--- config.mk ---
export PLATFORM = sky130hd
export DESIGN_NAME = conv1x1_sched
export DESIGN_NICKNAME = d
export VERILOG_FILES = /design/src/rtl/conv1x1_sched.sv
export SDC_FILE = /design/constraint.sdc
export NUM_CORES = 1
export LEC_CHECK = 0
export CAP_MARGIN = 20
export CORE_ASPECT_RATIO = 1.25
export CORE_UTILIZATION = 55
export DETAILED_ROUTE_END_ITERATION = 10
export GPL_ROUTABILITY_DRIVEN = 0
export GPL_TIMING_DRIVEN = 0
export PLACE_DENSITY = 0.88
export SLEW_MARGIN = 30
export SYNTH_ARGS = -nofsm -noshare
export SYNTH_HDL_FRONTEND = slang
export SYNTH_SLANG_ARGS = --single-unit
--- constraint.sdc ---
create_clock -name CLK -period 13.3 [get_ports CLK]
set_clock_uncertainty 0.15 [all_clocks]
set_input_delay 1.995 -clock CLK [delete_from_list [all_inputs] [get_ports CLK]]
set_output_delay 1.995 -clock CLK [all_outputs]
set_load 0.01 [all_outputs]
--- src/rtl/conv1x1_sched.sv ---
// rtl/conv1x1_sched.sv - pointwise convolution sequencer on one shared MAC, Q4.4 requantised output
// Define CONV1X1_SCHED_RELU_EN to clamp negative results to zero before writing.
module conv1x1_sched #(
  parameter int width = 8,
  parameter int frac  = 4,
  parameter int rows  = 3,
  parameter int cols  = 3,
  parameter int cin   = 4,
  parameter int cout  = 2
) (
  input  logic                                CLK,
  input  logic                                RST,
  input  logic                                start,
  output logic                                busy,
  output logic                                done,
  output logic                                in_rd_en,
  output logic [$clog2(cin*rows*cols)-1:0]    in_addr,
  input  logic [width-1:0]                    in_data,
  output logic                                w_rd_en,
  output logic [$clog2(cin*cout)-1:0]         w_addr,
  input  logic [width-1:0]                    w_data,
  output logic                                out_we,
  output logic [$clog2(cout*rows*cols)-1:0]   out_addr,
  output logic [width-1:0]                    out_data
);

  localparam int NPIX  = rows * cols;
  localparam int IA_W  = $clog2(cin * NPIX);
  localparam int WA_W  = $clog2(cin * cout);
  localparam int OA_W  = $clog2(cout * NPIX);
  localparam int IC_W  = (cin > 1) ? $clog2(cin) : 1;
  localparam int PIX_W = (NPIX > 1) ? $clog2(NPIX) : 1;
  localparam int OC_W  = (cout > 1) ? $clog2(cout) : 1;
  localparam int ACC_W = 2 * width + $clog2(cin) + 1;

  localparam logic signed [ACC_W-1:0] SAT_MAX = {{(ACC_W-width+1){1'b0}}, {(width-1){1'b1}}};
  localparam logic signed [ACC_W-1:0] SAT_MIN = {{(ACC_W-width+1){1'b1}}, {(width-1){1'b0}}};

  typedef enum logic [2:0] {
    S_IDLE,
    S_FETCH,
    S_LAST,
    S_WRITE,
    S_DONE
  } state_t;

  state_t r_state;
  state_t w_next;

  logic [IC_W-1:0]         r_ic;
  logic [PIX_W-1:0]        r_pix;
  logic [OC_W-1:0]         r_oc;
  logic signed [ACC_W-1:0] r_acc;
  logic [IA_W-1:0]         r_in_addr;
  logic [WA_W-1:0]         r_w_addr;
  logic [OA_W-1:0]         r_out_addr;
  logic [width-1:0]        r_out_data;

  logic [IA_W-1:0]           w_in_lin;
  logic [WA_W-1:0]           w_w_lin;
  logic [OA_W-1:0]           w_out_lin;
  logic                      w_last_ic;
  logic                      w_last_pix;
  logic                      w_last_oc;
  logic signed [width-1:0]   w_in_s;
  logic signed [width-1:0]   w_wt_s;
  logic signed [2*width-1:0] w_prod;
  logic signed [ACC_W-1:0]   w_prod_ext;
  logic signed [ACC_W-1:0]   w_shift;
  logic [width-1:0]          w_sat;
  logic [width-1:0]          w_result;

  assign w_in_lin  = IA_W'(r_ic) * IA_W'(NPIX) + IA_W'(r_pix);
  assign w_w_lin   = WA_W'(r_oc) * WA_W'(cin) + WA_W'(r_ic);
  assign w_out_lin = OA_W'(r_oc) * OA_W'(NPIX) + OA_W'(r_pix);

  assign w_last_ic  = (r_ic == IC_W'(cin - 1));
  assign w_last_pix = (r_pix == PIX_W'(NPIX - 1));
  assign w_last_oc  = (r_oc == OC_W'(cout - 1));

  // RAM data lands one cycle after the strobe, so the MAC always consumes last cycle's read.
  assign w_in_s     = in_data;
  assign w_wt_s     = w_data;
  assign w_prod     = w_in_s * w_wt_s;
  assign w_prod_ext = {{(ACC_W-2*width){w_prod[2*width-1]}}, w_prod};

  assign w_shift = r_acc >>> frac;

  always_comb begin
    if (w_shift > SAT_MAX) begin
      w_sat = {1'b0, {(width-1){1'b1}}};
    end else if (w_shift < SAT_MIN) begin
      w_sat = {1'b1, {(width-1){1'b0}}};
    end else begin
      w_sat = w_shift[width-1:0];
    end
  end

`ifdef CONV1X1_SCHED_RELU_EN
  assign w_result = w_sat[width-1] ? '0 : w_sat;
`else
  assign w_result = w_sat;
`endif

  always_ff @(posedge CLK) begin
    if (RST) begin
      r_state <= S_IDLE;
    end else begin
      r_state <= w_next;
    end
  end

  // Addresses and write data fall back to held registers so they stay stable between strobes.
  always_comb begin
    w_next   = r_state;
    busy     = 1'b1;
    done     = 1'b0;
    in_rd_en = 1'b0;
    w_rd_en  = 1'b0;
    out_we   = 1'b0;
    in_addr  = r_in_addr;
    w_addr   = r_w_addr;
    out_addr = r_out_addr;
    out_data = r_out_data;
    case (r_state)
      S_IDLE: begin
        busy = 1'b0;
        if (start) begin
          w_next = S_FETCH;
        end
      end
      S_FETCH: begin
        in_rd_en = 1'b1;
        w_rd_en  = 1'b1;
        in_addr  = w_in_lin;
        w_addr   = w_w_lin;
        if (w_last_ic) begin
          w_next = S_LAST;
        end
      end
      S_LAST: begin
        w_next = S_WRITE;
      end
      S_WRITE: begin
        out_we   = 1'b1;
        out_addr = w_out_lin;
        out_data = w_result;
        w_next   = (w_last_pix && w_last_oc) ? S_DONE : S_FETCH;
      end
      S_DONE: begin
        done   = 1'b1;
        w_next = S_IDLE;
      end
      default: begin
        busy   = 1'b0;
        w_next = S_IDLE;
      end
    endcase
  end

  always_ff @(posedge CLK) begin
    if (RST) begin
      r_ic       <= '0;
      r_pix      <= '0;
      r_oc       <= '0;
      r_acc      <= '0;
      r_in_addr  <= '0;
      r_w_addr   <= '0;
      r_out_addr <= '0;
      r_out_data <= '0;
    end else begin
      case (r_state)
        S_IDLE: begin
          if (start) begin
            r_ic  <= '0;
            r_pix <= '0;
            r_oc  <= '0;
            r_acc <= '0;
          end
        end
        S_FETCH: begin
          r_in_addr <= w_in_lin;
          r_w_addr  <= w_w_lin;
          // The product arriving at ic=0 belongs to nothing; the previous output took its last one in LAST.
          if (r_ic == '0) begin
            r_acc <= '0;
          end else begin
            r_acc <= r_acc + w_prod_ext;
          end
          r_ic <= w_last_ic ? '0 : r_ic + IC_W'(1);
        end
        S_LAST: begin
          r_acc <= r_acc + w_prod_ext;
        end
        S_WRITE: begin
          r_out_addr <= w_out_lin;
          r_out_data <= w_result;
          if (w_last_pix) begin
            r_pix <= '0;
            r_oc  <= w_last_oc ? '0 : r_oc + OC_W'(1);
          end else begin
            r_pix <= r_pix + PIX_W'(1);
          end
        end
        default: begin
        end
      endcase
    end
  end

endmodule
# Word-level counts from Yosys, hierarchy flattened
# Cells that the tools add are included.
[op_classes] n_mul=3 n_eq_ne=9 n_lt_le_gt_ge=2 n_reduce_logical=12 add_sub_neg=7 muxes=27
[ops] operator="19-bit case mux with 3 select lines" n=1
[ops] operator="19-bit two-way mux" n=2
[ops] operator="8-bit two-way mux" n=3
[ops] operator="19-bit by 16-bit adder with 19-bit output" n=1
[ops] operator="8-bit by 8-bit multiplier with 16-bit output" n=1
[ops] operator="15-bit by 8-bit greater-than comparator with 1-bit output (second input constant)" n=1
[ops] operator="15-bit by 8-bit less-than comparator with 1-bit output (second input constant)" n=1
[ops] operator="3-bit two-way mux" n=4
[ops] operator="3-bit case mux with 4 select lines" n=1
[ops] operator="4-bit two-way mux" n=2
[ops] operator="4-bit case mux with 2 select lines" n=1
[ops] operator="2-bit AND reduction" n=4
[ops] operator="1-bit two-way mux" n=7
[ops] operator="6-bit by 4-bit adder with 6-bit output" n=1
[ops] operator="3-bit by 2-bit equality test with 1-bit output (second input constant)" n=2
[ops] operator="2-bit by 4-bit multiplier with 6-bit output (second input constant)" n=1
[ops] operator="6-bit two-way mux" n=1
[ops] operator="2-bit inequality test (second input constant)" n=3
[ops] operator="5-bit by 4-bit adder with 5-bit output" n=1
[ops] operator="1-bit by 4-bit multiplier with 5-bit output (second input constant)" n=1
[ops] operator="5-bit two-way mux" n=1
[ops] operator="4-bit by 1-bit adder with 4-bit output (second input constant)" n=1
[ops] operator="4-bit equality test (second input constant)" n=1
[ops] operator="2-bit two-way mux" n=2
[ops] operator="other kinds (15)" n=16
[totals] inputBits=19 register_bits=51

# Logic depth before layout (Yosys ltp)
# Gate-level depths: netlist (run 1).
[logic_depth] depth_word=4 mapped_depth=18

# Worst setup path after synthesis (run 1)
# Ideal clock, no wire load.
[synth_path] kind="input -> register" startpoint="input w_data[1]" endpoint="register r_acc[18]" setup_time_ns=0.117 path_stages=15 path_buffers=2 arrival_ns=6.518 slack_ns=6.515 path_cell_list="clkbuf_1 -> and2_1 -> fa_1 -> fa_1 -> fa_1 -> fa_1 -> ha_1 -> ha_1 -> clkbuf_1 -> o21a_1 -> o21ai_0 -> o21ai_1 -> a211oi_2 -> xnor2_1 -> a22o_1"
[synth_between] elab_chain_cells=4
[synth_lines] element="from (decl)" line_no="21" source="input logic [width-1:0] w_data,"
[synth_lines] element="8-bit by 8-bit multiplier with 16-bit output (*)" line_no="84" source="assign w_prod = w_in_s * w_wt_s;"
[synth_lines] element="19-bit by 16-bit adder with 19-bit output (*)" line_no="188, 193"
[synth_lines] element="19-bit two-way mux" line_no="185" source="if (r_ic == '0) begin"
[synth_lines] element="19-bit case mux with 3 select lines (*)" line_no="172" source="case (r_state)"
[synth_lines] element="to (signal assigned)" line_no="188" source="r_acc <= r_acc + w_prod_ext;"
[synth_lines] element="to (signal assigned)" line_no="193" source="r_acc <= r_acc + w_prod_ext;"
[synth_lines] element="to (decl)" line_no="53" source="logic signed [ACC_W-1:0] r_acc;"
# Every way passes the cells marked *; elsewhere a longest branch is shown, timed or not.
# A chain may end at the register's enable or synchronous reset.

# Worst setup path in the final report (run 1)
[layout_path] startpoint="input w_data[0]" endpoint="register r_acc[18]"
# The elaborated chain is that of the path after synthesis.

==> out/metrics.yaml, run 1 <==
outcome: "finished clean"
cp_slowest_stage_delay_ns: 0.65
path_class: "in2reg"
synth_ff_type: "dfxtp_1"
hpwlAfterDp_um: 10200
cts.htree.levels: 2
drt-initial-drc-count: 199
post-place-ws_ns: 5.40
portBuffers: 43
grt_util_all_layers_pct: 24.3
fin_nets: 839
postCtsSetupBuffers: 0
synth.area.top_cells: "fa_1 30%, dfxtp_1 18%, ha_1 13%"
postSynthAreaPerCell_sq_um: 9.04
period_share_pct: 57.4
syn_to_final_growth_pct: 13.8
max-vdd-ir-drop_mv: 0.139
worst-path-stages: 16
core_sq_mm: 0.0101
post-route-util_pct: 64.3
r2r-start: "r_acc[4]"
fp-row-count: 41
synth_top_area_cell: "fa_1"
drv_cap: 0
met3_usage_pct: 3.02
gr-usage-met1_pct: 26.2
grt_antenna_before_repair: 0
worst_path_max_delay_cell: "clkdlybuf4s50_1"
totalWireLength_um: 12300
io_pins: 46
reg2reg_depth: 17
numCtsBuffers: 5
cts_buffer_depth: 2
drc_errors: 0
end_kind: "flip-flop"
cts.sinks: 51
synthCells: 628
min_from: "r_in_addr[0]"
whs_endpoint: "r_in_addr[0]"
layout-drive-gt1-share_pct: 2.65
die_area_sq_mm: 0.0107
cts_root_buffer: "clkbuf_16"
critPathLaunchType: "input pin"
hold_violations: 0
fin_tns_setup_ns: 0
crit_fanout: 12
leakage_uw: 0.00305
r2r_slack_ns: 8.20
required_ns: 13.33
start_util_pct: 56.5
critPathArrivalTime_ns: 7.67
setup_viol: 0
crit_chain: "clkdlybuf4s50_1 -> and2_1 -> inv_1 -> fa_1 -> inv_1 -> fa_1 -> fa_1 -> fa_1 -> fa_1 -> ha_1 -> o211a_1 -> a211oi_2 -> o21ai_1 -> a211oi_2 -> xnor2_1 -> a22o_1"
max_freq_ghz: 0.131
postCtsHoldBufs: 0
fp.dieW_um: 92.9
synth-edff-count: 0
critPathBufInv: 3
cts_tree: "done"
tightest_slew_ns: 0.726
vias: 4507
crit_top_cell: "fa_1"
first_pass_iters: 4
finalCriticalPeriod_ns: 7.63
grt_pass1_wl_um: 20700
dp_cells: 800
synthTopCellsByCount: "102 x inv_1, 85 x fa_1, 66 x nand2_1"
synth_seq_cells: 51
synth_top_area_share_pct: 30.0
grt_max_degree: 17
grt_pass1_vias: 4662
synth_cell_types: 50
critPathTopFamily: "adder cells"
rsz0062_at_grt: "false"
fp.dieH_um: 116
max_slew_margin_pct: 51.6
synth_nets: 789
overflow: 0
holdPathStages: 2
ctsResizeCount: 0
slew_violations: 0
avgRoutedWirePerCell_um: 15.2
ant_nets: 0
synth_warnings: 0
yosysSeqAreaShare_pct: 18.0
busiest_layer: "met2"
diodes: 0
power.density_mw_per_mm2: 220
async_flop_share_pct: 0
clkTransAtPathRegs_ns: 0.07
use_met2_pct: 46.8
stdcell_count: 808
insertion_delay_ns: 0.29
timing.rr.end: "r_acc[18]"
hold_path_class: "reg2reg"
fin_ws_ns: 5.67
syn-cell-area_sq_mm: 0.00568
yosysMostFrequentCell: "inv_1"
routed_via_density: 5.58
-- how the worst max path moves through the flow --
stage                          from        end  slack (ns)
after floorplan           w_data[1]  r_acc[18]        6.52
after detailed placement  w_data[0]  r_acc[18]        5.40
after CTS                 w_data[0]  r_acc[18]        5.67
after global routing      w_data[0]  r_acc[18]        5.41
final                     w_data[0]  r_acc[18]        5.67
after global placement    w_data[0]  r_acc[18]        5.52
-- power by group --
group | internal, uW | total [uW] | switching [uW]
registers | 168 | 190 | 21.5
logic | 469 | 1070 | 600
clock network | 108 | 164 | 56.2
-- routing by layer --
layer  part of all wire [%]  wire, um
met4                    3.6       442
met5                      0         0
met2                     55      6760
met3                    3.8       464
met1                     38      4630
-- per-stage QoR --
step,total power (uW),instance area [sq um],hold WS (ns)
6_report,1420,6460,0.321
3_3_place_gp,1220,6270,0.301
5_1_grt,1570,6460,0.347
3_5_place_dp,1250,6270,0.315
4_1_cts,1430,6460,0.325
2_1_floorplan,1020,5680,0.294
-- cell type report --
cell class | count | area, sq um
Multi-Input combinational cell | 455 | 4190
Fill cell | 777 | 3590
Sequential cell | 51 | 1020
Timing Repair Buffer | 43 | 430
Inverter | 104 | 390
Tap cell | 129 | 161
Clock buffer | 5 | 125
Buffer | 18 | 75.1
Clock inverter | 3 | 67.6
-- registers in the layout, summed over array words and instances, names as in the netlist --
name	cells
r_in_addr	6
r_pix	4
r_oc	1
r_out_addr	5
r_ic	2
r_state	3
r_w_addr	3
r_out_data	8
r_acc	19
-- worst register-to-register path: cells and delay by family, from the launching register on --
family	cells	cell delay (ns)
DFF	1	0.37
AOI/OAI and AO/OA	5	1.34
adders and majority gates	7	2.79
xor gates and xnor gates	1	0.12
buffers and inverters	4	0.24
-- cells in the final DEF (no fill, tap or decap), types with 6 or more instances in the layout --
| master | count |
|---|---|
| a22oi_1 | 15 |
| nor2_1 | 41 |
| a21oi_1 | 22 |
| o21ai_0 | 26 |
| fa_1 | 85 |
| and2_1 | 33 |
| clkdlybuf4s50_1 | 43 |
| nor3_1 | 6 |
| nand3_1 | 7 |
| nor2b_1 | 22 |
| xnor2_1 | 18 |
| dfxtp_1 | 51 |
| clkbuf_1 | 13 |
| nand2_1 | 66 |
| inv_1 | 102 |
| ha_1 | 57 |
-- kinds of logic after synthesis --
logic type,after synthesis,synth area share (%)
compound gates,96,11.0
xor+xnor,23,3.55
fa+ha+maj,142,42.5
buf+inv,122,8.20
flops,51,18.0
mux,2,0.353
simple gates,192,16.4
Power figures use the tool's default switching activity.
==> inputs of run 2 (changes only) <==
Clock period 13.3 ns to 7.1 ns, I/O delays scaled along.
==> results of run 2 <==
Same layout as run 1 (identical final DEF). Status: finished clean.
Among the figures that moved: setup slack after placement 5.40 ns -> 0.126 ns; setup slack after layout 5.67 ns -> 0.398 ns; register-to-register setup slack 8.20 ns -> 2.00 ns; total power 1420 uW -> 2660 uW; worst IR drop on VDD 0.139 mV -> 0.260 mV
